### src/rtl/quant_drain_ctrl.sv
// Drains one captured accumulator vector as a valid/ready stream of
// rounded, shifted and saturated signed elements, one lane per beat.
module quant_drain_ctrl #(
  parameter int N           = 4,
  parameter int DATA_WIDTH  = 8,
  parameter int ACC_WIDTH   = DATA_WIDTH * 2 + $clog2(N),
  parameter int SHIFT_WIDTH = $clog2(ACC_WIDTH)
) (
  input  logic                          clk,
  input  logic                          rst,
  input  logic                          in_valid,
  output logic                          in_ready,
  input  logic [N*ACC_WIDTH-1:0]        in_acc,
  input  logic [SHIFT_WIDTH-1:0]        in_shift,
  output logic signed [DATA_WIDTH-1:0]  out_data,
  output logic                          out_valid,
  input  logic                          out_ready,
  output logic                          out_last,
  output logic                          busy,
  output logic                          done,
  output logic [$clog2(N+1)-1:0]        sat_count
);

  localparam int IDX_W = (N > 1) ? $clog2(N) : 1;
  localparam int CNT_W = $clog2(N + 1);

  localparam logic [1:0] IDLE   = 2'd0;
  localparam logic [1:0] STREAM = 2'd1;
  localparam logic [1:0] DONE   = 2'd2;

  localparam logic [IDX_W-1:0]       LAST_IDX  = IDX_W'(N - 1);
  localparam logic [SHIFT_WIDTH-1:0] SHIFT_MAX = SHIFT_WIDTH'(ACC_WIDTH - 1);

  localparam logic signed [ACC_WIDTH:0] Q_MAX =
    {{(ACC_WIDTH-DATA_WIDTH+2){1'b0}}, {(DATA_WIDTH-1){1'b1}}};
  localparam logic signed [ACC_WIDTH:0] Q_MIN =
    {{(ACC_WIDTH-DATA_WIDTH+2){1'b1}}, {(DATA_WIDTH-1){1'b0}}};

  // Round half toward +inf, arithmetic shift, then saturate; MSB of the
  // result is the saturation flag. One extra bit keeps the rounding add exact.
  function automatic logic [DATA_WIDTH:0] quantize(
    input logic signed [ACC_WIDTH-1:0]  acc,
    input logic        [SHIFT_WIDTH-1:0] s
  );
    logic signed [ACC_WIDTH:0] r;
    logic signed [ACC_WIDTH:0] t;
    logic signed [ACC_WIDTH:0] q;
    r = '0;
    if (s != '0) r = (ACC_WIDTH+1)'(1) << (s - SHIFT_WIDTH'(1));
    t = {acc[ACC_WIDTH-1], acc} + r;
    q = t >>> s;
    if (q > Q_MAX)      quantize = {1'b1, 1'b0, {(DATA_WIDTH-1){1'b1}}};
    else if (q < Q_MIN) quantize = {1'b1, 1'b1, {(DATA_WIDTH-1){1'b0}}};
    else                quantize = {1'b0, q[DATA_WIDTH-1:0]};
  endfunction

  logic [1:0]                   state_q, state_d;
  logic [IDX_W-1:0]             idx_q, idx_d, nxt_idx;
  logic signed [DATA_WIDTH-1:0] out_data_q, out_data_d;
  logic                         out_valid_q, out_valid_d;
  logic                         out_last_q, out_last_d;
  logic [CNT_W-1:0]             sat_count_q, sat_count_d;
  logic [N*ACC_WIDTH-1:0]       acc_q, acc_d;
  logic [SHIFT_WIDTH-1:0]       shift_q, shift_d, shift_clamp;

  logic signed [ACC_WIDTH-1:0]  q_acc;
  logic [SHIFT_WIDTH-1:0]       q_shift;
  logic signed [DATA_WIDTH-1:0] q_data;
  logic                         q_sat;

  assign shift_clamp = (in_shift > SHIFT_MAX) ? SHIFT_MAX : in_shift;
  assign nxt_idx     = (idx_q == LAST_IDX) ? idx_q : idx_q + IDX_W'(1);

  // The single quantizer sees the live inputs while idle and the next
  // captured lane while streaming.
  always_comb begin
    q_acc   = acc_q[nxt_idx*ACC_WIDTH +: ACC_WIDTH];
    q_shift = shift_q;
    if (state_q == IDLE) begin
      q_acc   = in_acc[ACC_WIDTH-1:0];
      q_shift = shift_clamp;
    end
    {q_sat, q_data} = quantize(q_acc, q_shift);
  end

  always_comb begin
    state_d     = state_q;
    idx_d       = idx_q;
    out_data_d  = out_data_q;
    out_valid_d = out_valid_q;
    out_last_d  = out_last_q;
    sat_count_d = sat_count_q;
    acc_d       = acc_q;
    shift_d     = shift_q;
    case (state_q)
      IDLE: begin
        if (in_valid) begin
          acc_d       = in_acc;
          shift_d     = shift_clamp;
          out_data_d  = q_data;
          out_valid_d = 1'b1;
          out_last_d  = (LAST_IDX == '0);
          sat_count_d = CNT_W'(q_sat);
          idx_d       = '0;
          state_d     = STREAM;
        end
      end
      STREAM: begin
        if (out_ready) begin
          if (idx_q == LAST_IDX) begin
            out_valid_d = 1'b0;
            out_last_d  = 1'b0;
            state_d     = DONE;
          end else begin
            idx_d       = nxt_idx;
            out_data_d  = q_data;
            sat_count_d = sat_count_q + CNT_W'(q_sat);
            out_last_d  = (nxt_idx == LAST_IDX);
          end
        end
      end
      DONE:    state_d = IDLE;
      default: state_d = IDLE;
    endcase
  end

  always_ff @(posedge clk) begin
    if (rst) begin
      state_q     <= IDLE;
      idx_q       <= '0;
      out_data_q  <= '0;
      out_valid_q <= 1'b0;
      out_last_q  <= 1'b0;
      sat_count_q <= '0;
    end else begin
      state_q     <= state_d;
      idx_q       <= idx_d;
      out_data_q  <= out_data_d;
      out_valid_q <= out_valid_d;
      out_last_q  <= out_last_d;
      sat_count_q <= sat_count_d;
    end
  end

  // Captured lanes and shift are pure data and need no reset.
  always_ff @(posedge clk) begin
    acc_q   <= acc_d;
    shift_q <= shift_d;
  end

  assign in_ready  = (state_q == IDLE);
  assign busy      = (state_q != IDLE);
  assign done      = (state_q == DONE);
  assign out_data  = out_data_q;
  assign out_valid = out_valid_q;
  assign out_last  = out_last_q;
  assign sat_count = sat_count_q;

endmodule

### config.mk
export PLATFORM = sky130hd
export DESIGN_NAME = quant_drain_ctrl
export DESIGN_NICKNAME = d
export VERILOG_FILES = /design/src/rtl/quant_drain_ctrl.sv
export SDC_FILE = /design/constraint.sdc
export NUM_CORES = 1
export LEC_CHECK = 0
export CAP_MARGIN = 20
export CELL_PAD_IN_SITES_DETAIL_PLACEMENT = 1
export CELL_PAD_IN_SITES_GLOBAL_PLACEMENT = 1
export CORE_MARGIN = 2
export CORE_UTILIZATION = 38
export CTS_BUF_LIST = sky130_fd_sc_hd__clkbuf_8
export CTS_CLUSTER_DIAMETER = 100
export DETAILED_ROUTE_END_ITERATION = 10
export PLACE_DENSITY_LB_ADDON = 0.1
export SLEW_MARGIN = 20
export SYNTH_ARGS = -nofsm -noshare
export SYNTH_HDL_FRONTEND = slang
export SYNTH_SLANG_ARGS = --single-unit
### constraint.sdc
create_clock -name clk -period 7.7 [get_ports clk]
set_clock_uncertainty 0.2 [all_clocks]
set_input_delay 2.31 -clock clk [delete_from_list [all_inputs] [get_ports clk]]
set_output_delay 2.31 -clock clk [all_outputs]
set_load 0.05 [all_outputs]
==> flow_summary.toml, run 1 <==
[global_routing]
first_global_vias = 7401
grt_pass1_wl_um = 42500
grt_antenna_before_repair = 0
grt_max_degree = 51
overflow = 0
track_usage_pct = 33.5

[clock_tree]
cts-root-buf = "clkbuf_8"
cts.sinks = 76
cts-buffers-inserted = 9
insertion_delay_ns = 0.37
clk_pin_slew_ns = 0.09
cts_tree = "yes"
htree_levels = 3
cts_buffer_depth = 2

[setup_path]
cpMaxStageDelayCell = "or4_1"
crit_top_cell = "buf_4"
cp-end-kind = "register"
worstPathMaxFanout = 8
required_ns = 7.74
arrival_ns = 7.61
critical_path_class = "in -> reg"
start_kind = "input pin"
slowest_delay_ns = 0.61

[logic_synthesis]
synth_commonest_cells = "nand2_1 (80), nor2_1 (78), edfxtp_1 (59), a21oi_1 (57), o21ai_0 (38)"
netlist_instances = 693
ys_seq_elements = 76
synth-compound-area-share_pct = 26.8
ys.warnings.count = 0
synth_area_mm2 = 0.00592
async_reset_ff_share_pct = 0
synth_top_family_by_area = "compound AO/OA/AOI/OAI gates"
yosysMostFrequentCell = "nand2_1"
synth_seq_area_share_pct = 35.7
synthDistinctLibCells = 79
yosys.area_share.xor_xnor_pct = 1.46
syn-num-nets = 795
synth_edf_count = 59
synth_area_leader_cell = "edfxtp_1"
synth_area_leaders = "edfxtp_1 (30%), dfxtp_1 (5.7%), mux2i_1 (5.1%)"
synthAdderAreaFrac_pct = 4.56
synth_top_area_share_pct = 29.9
syn_area_per_cell_um2 = 8.54
synth-simple-area-share_pct = 21.8
ys.flop_type = "edfxtp_1"
synthMuxAreaShare_pct = 5.83

[final_layout]
final_layout_size_suffix_gt1_share_pct = 30.8
nets = 1063
num-fill-cells = 1766
final-instance-count-excl-fill = 1154
ff_latch_area_mm2 = 0.00211
stdcell_area_mm2 = 0.00906
multi_input_area_mm2 = 0.00394
diodes = 0
synthToLayoutAreaGrowth_pct = 53.0

[die]
core_area_mm2 = 0.0152
pin_count = 97
die_height_um = 129
rows = 45
initial_utilization_pct = 38.9
fp.dieArea_mm2 = 0.0166
die_w_um = 129

[pwr]
ir_drop_mv = 0.158
leakagePower_uw = 0.00370
power_density_mw_per_mm2 = 178

[place]
dp_hpwl_um = 20600
placed_cell_area_mm2 = 0.00838
io_buffers = 96
place.gp.congestion = 0.939
place_inst = 1117

[worst_hold_path]
hold_path.class = "reg -> reg"

[sta]
whs_ns = 0.285
hold_violations = 0
tightest_slew_ns = 0.762
max_clock_freq_mhz = 132
fin_crit_sh_pct = 98.3
fin_setup_tns_ns = 0
setup_viol = 0
timing.final.max_slew_violations = 0
fin_crit_ns = 7.57
slew_headroom_pct = 49.1

[drt]
viasPerCell = 6.01
wire_per_inst_um = 24.0
drc_errors = 0
vias = 6939
wl_um = 27700
dr.pass1.iters = 5
drt.antenna.violating_nets = 0
drt_iter0_markers = 505

[outcome]
status = "completed"

[run]
max-cap-violations = 0
==> cells in the final DEF (no fill, tap or decap), types with 9 or more instances in the layout <==
master / count
o21ai_0: 35
a21oi_1: 52
mux2i_1: 27
dfxtp_1: 17
ha_1: 16
nand2b_1: 14
and3_1: 9
clkbuf_8: 9
nor3_1: 16
edfxtp_1: 59
inv_1: 13
nor2_1: 71
a211oi_1: 13
nand3_1: 13
clkdlybuf4s50_1: 92
buf_4: 198
nand2_1: 77
o211ai_1: 13
==> where the power goes <==
group | internal [uW] | switching (uW)
Sequential | 479 | 18.7
Combinational | 359 | 447
Clock | 149 | 164
==> worst max-delay path, delay by kind of cell <==
family | cells | cell delay [ns]
AND/OR/NAND/NOR | 7 | 1.69
AO/OA/AOI/OAI | 8 | 1.44
buffers and inverters | 5 | 0.99
adder cells (fa/ha/maj) | 3 | 0.68
multiplexers | 1 | 0.29
XOR/XNOR | 1 | 0.18
==> cell type report <==
cell class | instances | share of cell area [%]
Timing Repair Buffer | 298 | 27.8
Inverter | 14 | 0.635
Tap cell | 188 | 2.60
Multi-Input combinational cell | 562 | 43.5
Sequential cell | 76 | 23.3
Clock inverter | 7 | 0.773
Clock buffer | 9 | 1.37
==> timing repair <==
item                       in CTS  in global routing
hold buffers                    0                  0
setup endpoints to repair       3                  9
buffers inserted               18                  4
pin swaps                      21                 10
resized for setup              49                 25
==> cell families (layout without fill, tap and decap cells) <==
| family | count (synthesis) | count (layout) |
|---|---|---|
| multiplexers | 34 | 34 |
| buffers and inverters | 55 | 328 |
| flip-flops | 76 | 76 |
| AND/OR/NAND/NOR | 270 | 270 |
| AO/OA/AOI/OAI | 228 | 228 |
| adder cells (fa/ha/maj) | 21 | 21 |
| XOR/XNOR | 9 | 9 |
==> metrics by stage <==
step / total power (uW) / util [%] / setup slack, ns
floorplan: 876 / - / 0.0160
finish: 1620 / 59.6 / 0.133
global route: 1690 / 59.6 / -0.0371
detailed placement: 1230 / 55.1 / -0.920
CTS: 1580 / 58.7 / 0.118
global placement: 1210 / 55.1 / -0.816
==> registers in the layout (all words and copies together) (netlist names) <==
signal	flops
out_last	1
acc_q	54
idx_q	2
out_valid	1
sat_count	3
state_q	2
out_data	8
shift_q	5
==> path summary, 6_finish.rpt <==
check,to,cells past startpoint,slack (ns),start
min,out_last,2,0.28,out_last
max reg2reg,sat_count[2],29,1.17,state_q[0]
max,sat_count[2],25,0.13,in_shift[4]
min reg2reg,out_last,2,0.28,out_last
==> routing by layer <==
metal | track usage (%) | wire (um) | share of wire (%) | up-vias
met5 | 0 | 0 | 0 | -
met4 | 9.27 | 704 | 2.5 | 0
met2 | 58.0 | 13700 | 50 | 264
li1 | - | - | - | 3176
met3 | 6.15 | 1550 | 5.6 | 53
met1 | 42.9 | 11700 | 42 | 3446
Power figures use the tool's default switching activity.
==> inputs of run 2 (changes only) <==
--- a/config.mk
+++ b/config.mk
@@ -13,6 +13,7 @@
 export CTS_BUF_LIST = sky130_fd_sc_hd__clkbuf_8
 export CTS_CLUSTER_DIAMETER = 100
 export DETAILED_ROUTE_END_ITERATION = 10
+export HOLD_SLACK_MARGIN = 0.05
 export PLACE_DENSITY_LB_ADDON = 0.1
 export SLEW_MARGIN = 20
 export SYNTH_ARGS = -nofsm -noshare
==> results of run 2 <==
Same layout as run 1: the final DEF is identical, and so are final timing and power.
